### src/rtl/alu_seq.sv
// Sequential ALU: single-cycle arithmetic/logic ops and iterative shifts,
// one operation per start/ready handshake, registered result with N/Z/C/V.
module alu_seq #(
  parameter int DATA_W     = 14,
  parameter int SHIFT_STEP = 1
) (
  input  logic              clk,
  input  logic              rst,
  input  logic              start,
  output logic              ready,
  input  logic [2:0]        func,
  input  logic [DATA_W-1:0] data0,
  input  logic [DATA_W-1:0] data1,
  output logic [DATA_W-1:0] result,
  output logic [3:0]        flags,
  output logic              done
);

  localparam int CNT_W = $clog2(DATA_W + 1);
  localparam logic [0:0] S_IDLE  = 1'b0;
  localparam logic [0:0] S_SHIFT = 1'b1;
  localparam logic [CNT_W-1:0]  STEP    = CNT_W'(SHIFT_STEP);
  localparam logic [DATA_W-1:0] AMT_MAX = DATA_W'(DATA_W);

  logic [0:0]        r_state;
  logic [CNT_W-1:0]  r_cnt;
  logic [2:0]        r_op;
  logic [DATA_W-1:0] r_sh;
  logic [DATA_W-1:0] r_result;
  logic [3:0]        r_flags;
  logic              r_done;

  logic [DATA_W-1:0] w_bx;
  logic              w_cin;
  logic              w_arith;
  logic [DATA_W:0]   w_sum;
  logic [DATA_W-1:0] w_res;
  logic              w_c;
  logic              w_v;
  logic              w_is_shift;
  logic [CNT_W-1:0]  w_amt;
  logic [DATA_W:0]   w_step;
  logic [CNT_W-1:0]  w_cnt_nxt;

  // Shift amounts of DATA_W or more saturate: the result is fully filled.
  function automatic logic [CNT_W-1:0] f_sat_amt(input logic [DATA_W-1:0] b);
    if (b >= AMT_MAX) return AMT_MAX[CNT_W-1:0];
    else              return b[CNT_W-1:0];
  endfunction

  // Up to SHIFT_STEP single-bit shifts, stopping at the remaining count.
  // Returns {last bit shifted out, shifted value}.
  function automatic logic [DATA_W:0] f_shift_step(input logic [DATA_W-1:0] sh,
                                                   input logic [CNT_W-1:0]  rem,
                                                   input logic [2:0]        op);
    logic [DATA_W-1:0] s;
    logic              c;
    s = sh;
    c = 1'b0;
    for (int i = 0; i < SHIFT_STEP; i++) begin
      if (CNT_W'(i) < rem) begin
        case (op)
          3'b111:  begin c = s[DATA_W-1]; s = {s[DATA_W-2:0], 1'b0}; end
          3'b110:  begin c = s[0];        s = {1'b0, s[DATA_W-1:1]}; end
          default: begin c = s[0];        s = {s[DATA_W-1], s[DATA_W-1:1]}; end
        endcase
      end
    end
    return {c, s};
  endfunction

  function automatic logic [3:0] f_flags(input logic [DATA_W-1:0] r,
                                         input logic c,
                                         input logic v);
    return {r[DATA_W-1], (r == '0), c, v};
  endfunction

  // INC, ADD and SUB all share one adder: A + B' + cin.
  always_comb begin
    w_bx    = '0;
    w_cin   = 1'b0;
    w_arith = 1'b0;
    case (func)
      3'b000:  begin w_cin = 1'b1; w_arith = 1'b1; end
      3'b100:  begin w_bx = data1; w_arith = 1'b1; end
      3'b101:  begin w_bx = ~data1; w_cin = 1'b1; w_arith = 1'b1; end
      default: ;
    endcase
    w_sum = {1'b0, data0} + {1'b0, w_bx} + {{DATA_W{1'b0}}, w_cin};
    case (func)
      3'b001:                 w_res = ~(data0 & data1);
      3'b010:                 w_res = data0 ^ data1;
      3'b011, 3'b110, 3'b111: w_res = data0;
      default:                w_res = w_sum[DATA_W-1:0];
    endcase
    w_c = w_arith & w_sum[DATA_W];
    w_v = w_arith & (data0[DATA_W-1] == w_bx[DATA_W-1]) &
          (w_sum[DATA_W-1] != data0[DATA_W-1]);
  end

  assign w_is_shift = (func == 3'b011) || (func[2:1] == 2'b11);
  assign w_amt      = f_sat_amt(data1);
  assign w_step     = f_shift_step(r_sh, r_cnt, r_op);
  assign w_cnt_nxt  = (r_cnt > STEP) ? (r_cnt - STEP) : '0;

  always_ff @(posedge clk) begin
    if (rst) begin
      r_state  <= S_IDLE;
      r_cnt    <= '0;
      r_result <= '0;
      r_flags  <= '0;
      r_done   <= 1'b0;
    end else begin
      r_done <= 1'b0;
      case (r_state)
        S_IDLE: begin
          if (start) begin
            if (!w_is_shift || (w_amt == '0)) begin
              r_result <= w_res;
              r_flags  <= f_flags(w_res, w_c, w_v);
              r_done   <= 1'b1;
            end else begin
              r_state <= S_SHIFT;
              r_cnt   <= w_amt;
            end
          end
        end
        default: begin
          r_cnt <= w_cnt_nxt;
          if (w_cnt_nxt == '0) begin
            r_result <= w_step[DATA_W-1:0];
            r_flags  <= f_flags(w_step[DATA_W-1:0], w_step[DATA_W], 1'b0);
            r_done   <= 1'b1;
            r_state  <= S_IDLE;
          end
        end
      endcase
    end
  end

  // Operand/shift datapath registers carry no reset; only control does.
  always_ff @(posedge clk) begin
    if (r_state == S_IDLE) begin
      if (start) begin
        r_op <= func;
        r_sh <= data0;
      end
    end else begin
      r_sh <= w_step[DATA_W-1:0];
    end
  end

  assign ready  = (r_state == S_IDLE);
  assign done   = r_done;
  assign result = r_result;
  assign flags  = r_flags;

endmodule

### config.mk
export PLATFORM = sky130hd
export DESIGN_NAME = alu_seq
export DESIGN_NICKNAME = d
export VERILOG_FILES = /design/src/rtl/alu_seq.sv
export SDC_FILE = /design/constraint.sdc
export NUM_CORES = 1
export LEC_CHECK = 0
export ABC_AREA = 0
export ABC_CLOCK_PERIOD_IN_PS = 4300
export CAP_MARGIN = 20
export CORE_ASPECT_RATIO = 0.75
export CORE_UTILIZATION = 65
export DETAILED_ROUTE_END_ITERATION = 8
export DONT_BUFFER_PORTS = 1
export PLACE_DENSITY = 0.91
export SYNTH_ARGS = -nofsm -noshare
export SYNTH_HDL_FRONTEND = slang
export SYNTH_SLANG_ARGS = --single-unit
export TNS_END_PERCENT = 1
### constraint.sdc
create_clock -name clk -period 4.3 [get_ports clk]
set_input_delay 0.43 -clock clk [delete_from_list [all_inputs] [get_ports clk]]
set_output_delay 0.43 -clock clk [all_outputs]
set_load 0.02 [all_outputs]
==> Word level (Yosys, flattened, before mapping) <==
Index checks and enable logic that the tools add are counted.
{ "word_totals": {"regBits": 41, "in_bits": 34, "output_inout_bits": 20, "elab_cells": 82} }
{ "op_classes": {"n_addsub": 3, "magnitude_cmp": 3, "n_eq_ne": 14, "muxes": 31, "bitwise_logic": 8, "n_reduce_logical": 16} }
{ "op_table": {"columns": ["cell", "n"], "rows": [
  ["$mux 14", 7],
  ["$pmux 14 s2", 2],
  ["$pmux 14 s3", 1],
  ["$mux 4", 9],
  ["$logic_not 14->1", 2],
  ["$not 14->14", 2],
  ["$eq 3x3->1 const B", 6],
  ["$add 14x14->15", 1],
  ["$add 15x1->15", 1],
  ["$and 14x14->14", 1],
  ["$ge 14x4->1 const B", 1],
  ["$xor 14x14->14", 1],
  ["$mux 1", 12],
  ["$logic_not 4->1", 2],
  ["$eq 3x2->1 const B", 2],
  ["$reduce_or 3->1", 2],
  ["$gt 4x1->1 const B", 1],
  ["$lt 1x4->1 const A", 1],
  ["$reduce_and 2->1", 2],
  ["$reduce_bool 2->1", 2],
  ["$sub 4x1->4 const B", 1],
  ["$and 1x1->1", 3],
  ["$eq 3x1->1 const B", 1],
  ["$logic_not 3->1", 1],
  ["other kinds (10)", 11]
]} }

==> Depth between registers and ports, before layout <==
{ "logic_depth": {"ltp_word": 9, "depth_mapped": 14, "mapped_depth_nobuf": 11} }

==> Worst setup path before layout <==
OpenSTA, ideal clock, no wires.
{ "synth_timing": {"kind": "input port to flip-flop", "from": "input port func[1]", "to": "register r_result[10], in the netlist result[10]", "setup_time_ns": 0.132, "arrival_ns": 3.740, "required_ns": 4.168, "path_slack_ns": 0.428, "cell_stages": 14, "path_buffers": 3, "path_cell_list": "clkbuf_1 > buf_2 > buf_2 > nand2b_1 > nor2_1 > fa_1 > fa_1 > a211oi_1 > o211ai_1 > a31oi_1 > mux2_2 > or3_1 > o211ai_1 > a21oi_1"} }
{ "synth_via": {"elab_chain_len": 8, "elab_cells_between_ends": 24, "cone_classes": "add/sub: 2; eq/ne: 8; mux: 6; reduce/logical: 8"} }
{ "synth_rtl": {"columns": ["element", "line", "source"], "rows": [
  ["start, declared", "11", "input logic [2:0] func,"],
  ["$eq 3x3->1 / $logic_not 3->1 (equally long branches)", "83", "case (func)"],
  ["$pmux 14 s2 / $reduce_or 2->1 (equally long branches)", null, null],
  ["$add 14x14->15 / $mux 1 (equally long branches)", "89, 83", null],
  ["$add 15x1->15", "89", "w_sum = {1'b0, data0} + {1'b0, w_bx} + {{DATA_W{1'b0}}, w_cin};"],
  ["$pmux 14 s3", "90", "case (func)"],
  ["$mux 14", "118", "if (!w_is_shift || (w_amt == '0)) begin"],
  ["$mux 14", "117", "if (start) begin"],
  ["$mux 14", "115", "case (r_state)"],
  ["end signal, assigned", "119", "r_result <= w_res;"],
  ["end signal, assigned", "131", "r_result <= w_step[DATA_W-1:0];"],
  ["end, declared", "29", "logic [DATA_W-1:0] r_result;"]
]} }
Parallel ways exist; a longest one is shown, timed or not. The select of a mux whose other input is x is not followed.
A chain may end at the register's enable or synchronous reset.

==> Worst setup path after layout <==
{ "layout_timing": {"from": "input port func[1]", "to": "register r_flags[2], in the netlist flags[2]"} }
{ "layout_via": {"elab_chain_len": 9, "elab_cells_between_ends": 25, "cone_classes": "add/sub: 2; eq/ne: 8; mux: 6; reduce/logical: 9"} }
{ "layout_rtl": {"columns": ["element", "line", "source"], "rows": [
  ["$eq 3x3->1 / $logic_not 3->1 (equally long branches)", "83", null],
  ["$pmux 14 s2 / $reduce_or 2->1 (equally long branches)", null, null],
  ["$add 14x14->15 / $mux 1 (equally long branches)", "89, 83", null],
  ["$add 15x1->15", "89", null],
  ["$pmux 14 s3", "90", null],
  ["$logic_not 14->1", "75", "return {r[DATA_W-1], (r == '0), c, v};"],
  ["$mux 4", "118", null],
  ["$mux 4", "117", null],
  ["$mux 4", "115", null],
  ["end signal, assigned", "120", "r_flags <= f_flags(w_res, w_c, w_v);"],
  ["end signal, assigned", "132", "r_flags <= f_flags(w_step[DATA_W-1:0], w_step[DATA_W], 1'b0);"],
  ["end, declared", "30", "logic [3:0] r_flags;"]
]} }
Parallel ways exist; a longest one is shown, timed or not. The select of a mux whose other input is x is not followed.

==> flow_summary.ini <==
[place]
gp_congestion = 0.9858
dp.final_hpwl_um = 8311
pre_cts_ws_ns = 0.8522
portBuffers = 0

[pwr]
power_density_nw_per_um2 = 301.2
power_frac_comb_pct = 33.2
power.leakage_uw = 0.001630
seqPwrFrac_pct = 40.9
p_switching_uw = 429.0
power_frac_clock_pct = 25.8
p_int_uw = 798.2
switching_share_pct = 34.96
vdd_drop_max_v = 0.0002040

[die]
die_y_um = 69.23
core_um2 = 5826
rows = 24
start_util_pct = 67.25
die_x_um = 91.65
ioPinCount = 54
design.die.area_um2 = 6345

[drt]
drc = 0
vias = 3934
wl_per_cell_um = 19.90
first_pass_iters = 5
drt_iter0_markers = 386
vias_per_cell = 7.101
routed_wl_um = 11030
route.antenna.remaining_nets = 0

[synthesis]
synth_nets = 555
synth_edf_count = 17
syn_avg_cell_area_um2 = 8.011
ys_warn_count = 0
ys_ff_latch = 40
ys_seq_area_share_pct = 24.78
synth_area_um2 = 3918
ys_async_sr_fraction_pct = 0
syn_inst = 489
ys.flop_type = dfxtp_1
yosysUniqueCellTypes = 64

[setup_path]
setup.worst_path.start_class = input pin
path_class = input pin to register
r2r_end = flags[2]$_SDFFE_PP0P_
ff2ff_path_depth = 8
critPathMaxStageDelay_ns = 0.45
cp-startpoint = func[1]
crit_path_end = flags[2]$_SDFFE_PP0P_
r2r-start = r_cnt[0]$_SDFFE_PP0P_
critPathCaptureType = register
path_cells = nand2b_1 > buf_4 > nor2_1 > fa_1 > fa_1 > a211oi_1 > buf_4 > o211ai_1 > a31oi_1 > mux2_2 > nor4_1 > nand4_1 > o21ai_1
rrSetupSlack_ns = 1.47
cp.arrival_ns = 3.40
required_ns = 4.53
path_max_fanout = 39
critical-path-slowest-cell = fa_1

[min_path]
hp-class = input pin to register

[global_routing]
antenna_found_initial = 0
grt_pass1_vias = 3619
grt_max_degree = 40
grt_first_pass_wirelength_um = 17600
grt_overflow_total = 0
grt_usage_pct = 35.00

[clock_tree]
clk_latency_ns = 0.29
cts_setup_buffers = 0
cts_tree = built
clockBufferDepth = 2
clock-sinks = 40
cts_resized = 0
cts.htree.levels = 2
cts-buffers-inserted = 5
cts.clk_slew.worst_paths_ns = 0.08
cts_root_buf = clkbuf_8
postCtsHoldBufs = 0

[sta]
rsz0062_at_grt = no
min_period_over_period_pct = 73.76
hold_viol = 0
drv_slew = 0
setup_ws_ns = 1.128
max_slew_margin_pct = 31.97
tightest_slew_ns = 1.016
skew_ns = 0.004147
setup-tns-final_ns = 0
setup_viol = 0
min_period_ns = 3.172
max_freq_mhz = 315.3

[flow_run]
drv_cap = 0

[final_layout]
diodes = 0
fillers = 462
drive_gt1_share_pct = 7.773
areaGrowthSynthToFinish_pct = 3.992
nNetsFinal = 541

[outcome]
status = finished clean
## synthesized netlist by cell type (all sizes together) (3+ instances only)
cell     count  area (um2)
a211oi       6       45.04
a21o         8       60.06
a21oi       19       106.4
a22o        16       140.1
a31oi        7       43.79
and3         4       25.02
and4         4       35.03
buf         12       57.55
clkbuf      17       63.81
dfxtp       23       460.4
edfxtp      17       510.5
ha          30       375.4
inv         21       78.83
mux2         8       90.09
mux2i       14       140.1
nand2       43       161.4
nand2b       4       25.02
nand3        7       35.03
nand4        3       18.77
nor2        52       195.2
nor2b        3       18.77
nor3        16       80.08
nor3b       11       87.58
nor4         8       56.30
o2111ai      3       26.28
o211a        3       30.03
o211ai       8       60.06
o21a         5       37.54
o21ai       44       220.2
o21bai       3       22.52
o22ai        6       37.54
o31ai        3       22.52
o32ai        3       26.28
or2          4       25.02
or3          5       31.28
xnor2       15       131.4
## metrics by stage
| step | instance area (um2) | utilization (%) | power (uW) | hold WS (ns) | cells |
|---|---|---|---|---|---|
| CTS | 4074 | 69.93 | 1217 | 0.1922 | 554 |
| floorplan | 3918 | - | 818.1 | 0.5289 | 489 |
| global route | 4074 | 69.93 | 1289 | 0.1861 | 554 |
| detailed placement | 3958 | 67.93 | 902.3 | 0.5041 | 546 |
| global placement | 3946 | 67.74 | 880.9 | 0.5040 | 545 |
| finish | 4074 | 69.93 | 1227 | 0.1973 | 554 |
## power by group through the flow
stage | clock [uW] | combinational, uW | sequential (uW)
floorplan | 0 | 327 | 491
global placement | 0 | 373 | 507
detailed placement | 0 | 393 | 509
CTS | 319 | 397 | 501
global route | 334 | 448 | 507
finish | 317 | 408 | 502
## cells in the final DEF, fill, tap and decap left out, drive strengths merged, types with 16 or more instances in the layout
cell type / instances
a21oi: 19
a22o: 16
dfxtp: 23
edfxtp: 17
ha: 30
inv: 21
nand2: 43
nor2: 52
nor3: 16
o21ai: 44
## sequential cells by signal, summed over array words and instances (netlist names)
signal and count:
done 1, flags 3, r_cnt 4, r_op 3, r_sh 14, r_state 1
result 14
## worst max-delay path: cells and delay by family
family,cells,cell delay [ns]
buffers and inverters,2,0.35
adder cells (fa/ha/maj),2,0.88
multiplexers,1,0.36
AND/OR/NAND/NOR,4,0.60
AO/OA/AOI/OAI,4,0.76
## cell type report
class	count	area (um2)	share of cell area (%)
timing repair buffer	8	63.81	1.566
inverter	21	78.83	1.935
clock inverter	2	33.78	0.8292
tap	78	97.59	2.396
sequential	40	970.9	23.83
multi-input combinational	399	2746	67.41
clock buffer	6	82.58	2.027
## worst min-delay path by stage
stage / cells after the start / end / slack, ns / from
floorplan: 0 / r_op[0]$_DFFE_PP_ / 0.53 / func[0]
global placement: 1 / result[9]$_SDFFE_PP0P_ / 0.50 / rst
detailed placement: 1 / r_cnt[0]$_SDFFE_PP0P_ / 0.50 / rst
CTS: 1 / r_cnt[0]$_SDFFE_PP0P_ / 0.19 / rst
global route: 1 / r_cnt[0]$_SDFFE_PP0P_ / 0.19 / rst
finish: 1 / result[1]$_SDFFE_PP0P_ / 0.20 / rst
## layer usage
metal / global-route usage (%) / vias to the layer above / part of all wire (%)
met1: 46.73 / 1843 / 41
met2: 55.14 / 244 / 45
met3: 8.662 / 40 / 11
li1: - / 1807 / -
met4: 12.52 / 0 / 2.9
met5: 0 / - / 0
## kinds of logic (layout without fill, tap and decap cells)
family | after synthesis | in the layout | synth area share (%)
and+or+nand+nor | 171 | 171 | 21.94
xor gates and xnor gates | 17 | 17 | 3.801
DFF | 40 | 40 | 24.78
adders and majority gates | 32 | 32 | 10.60
buffers and inverters | 50 | 37 | 5.110
muxes | 22 | 22 | 5.877
AOI/OAI and AO/OA | 157 | 157 | 27.88
Power figures use the tool's default switching activity.
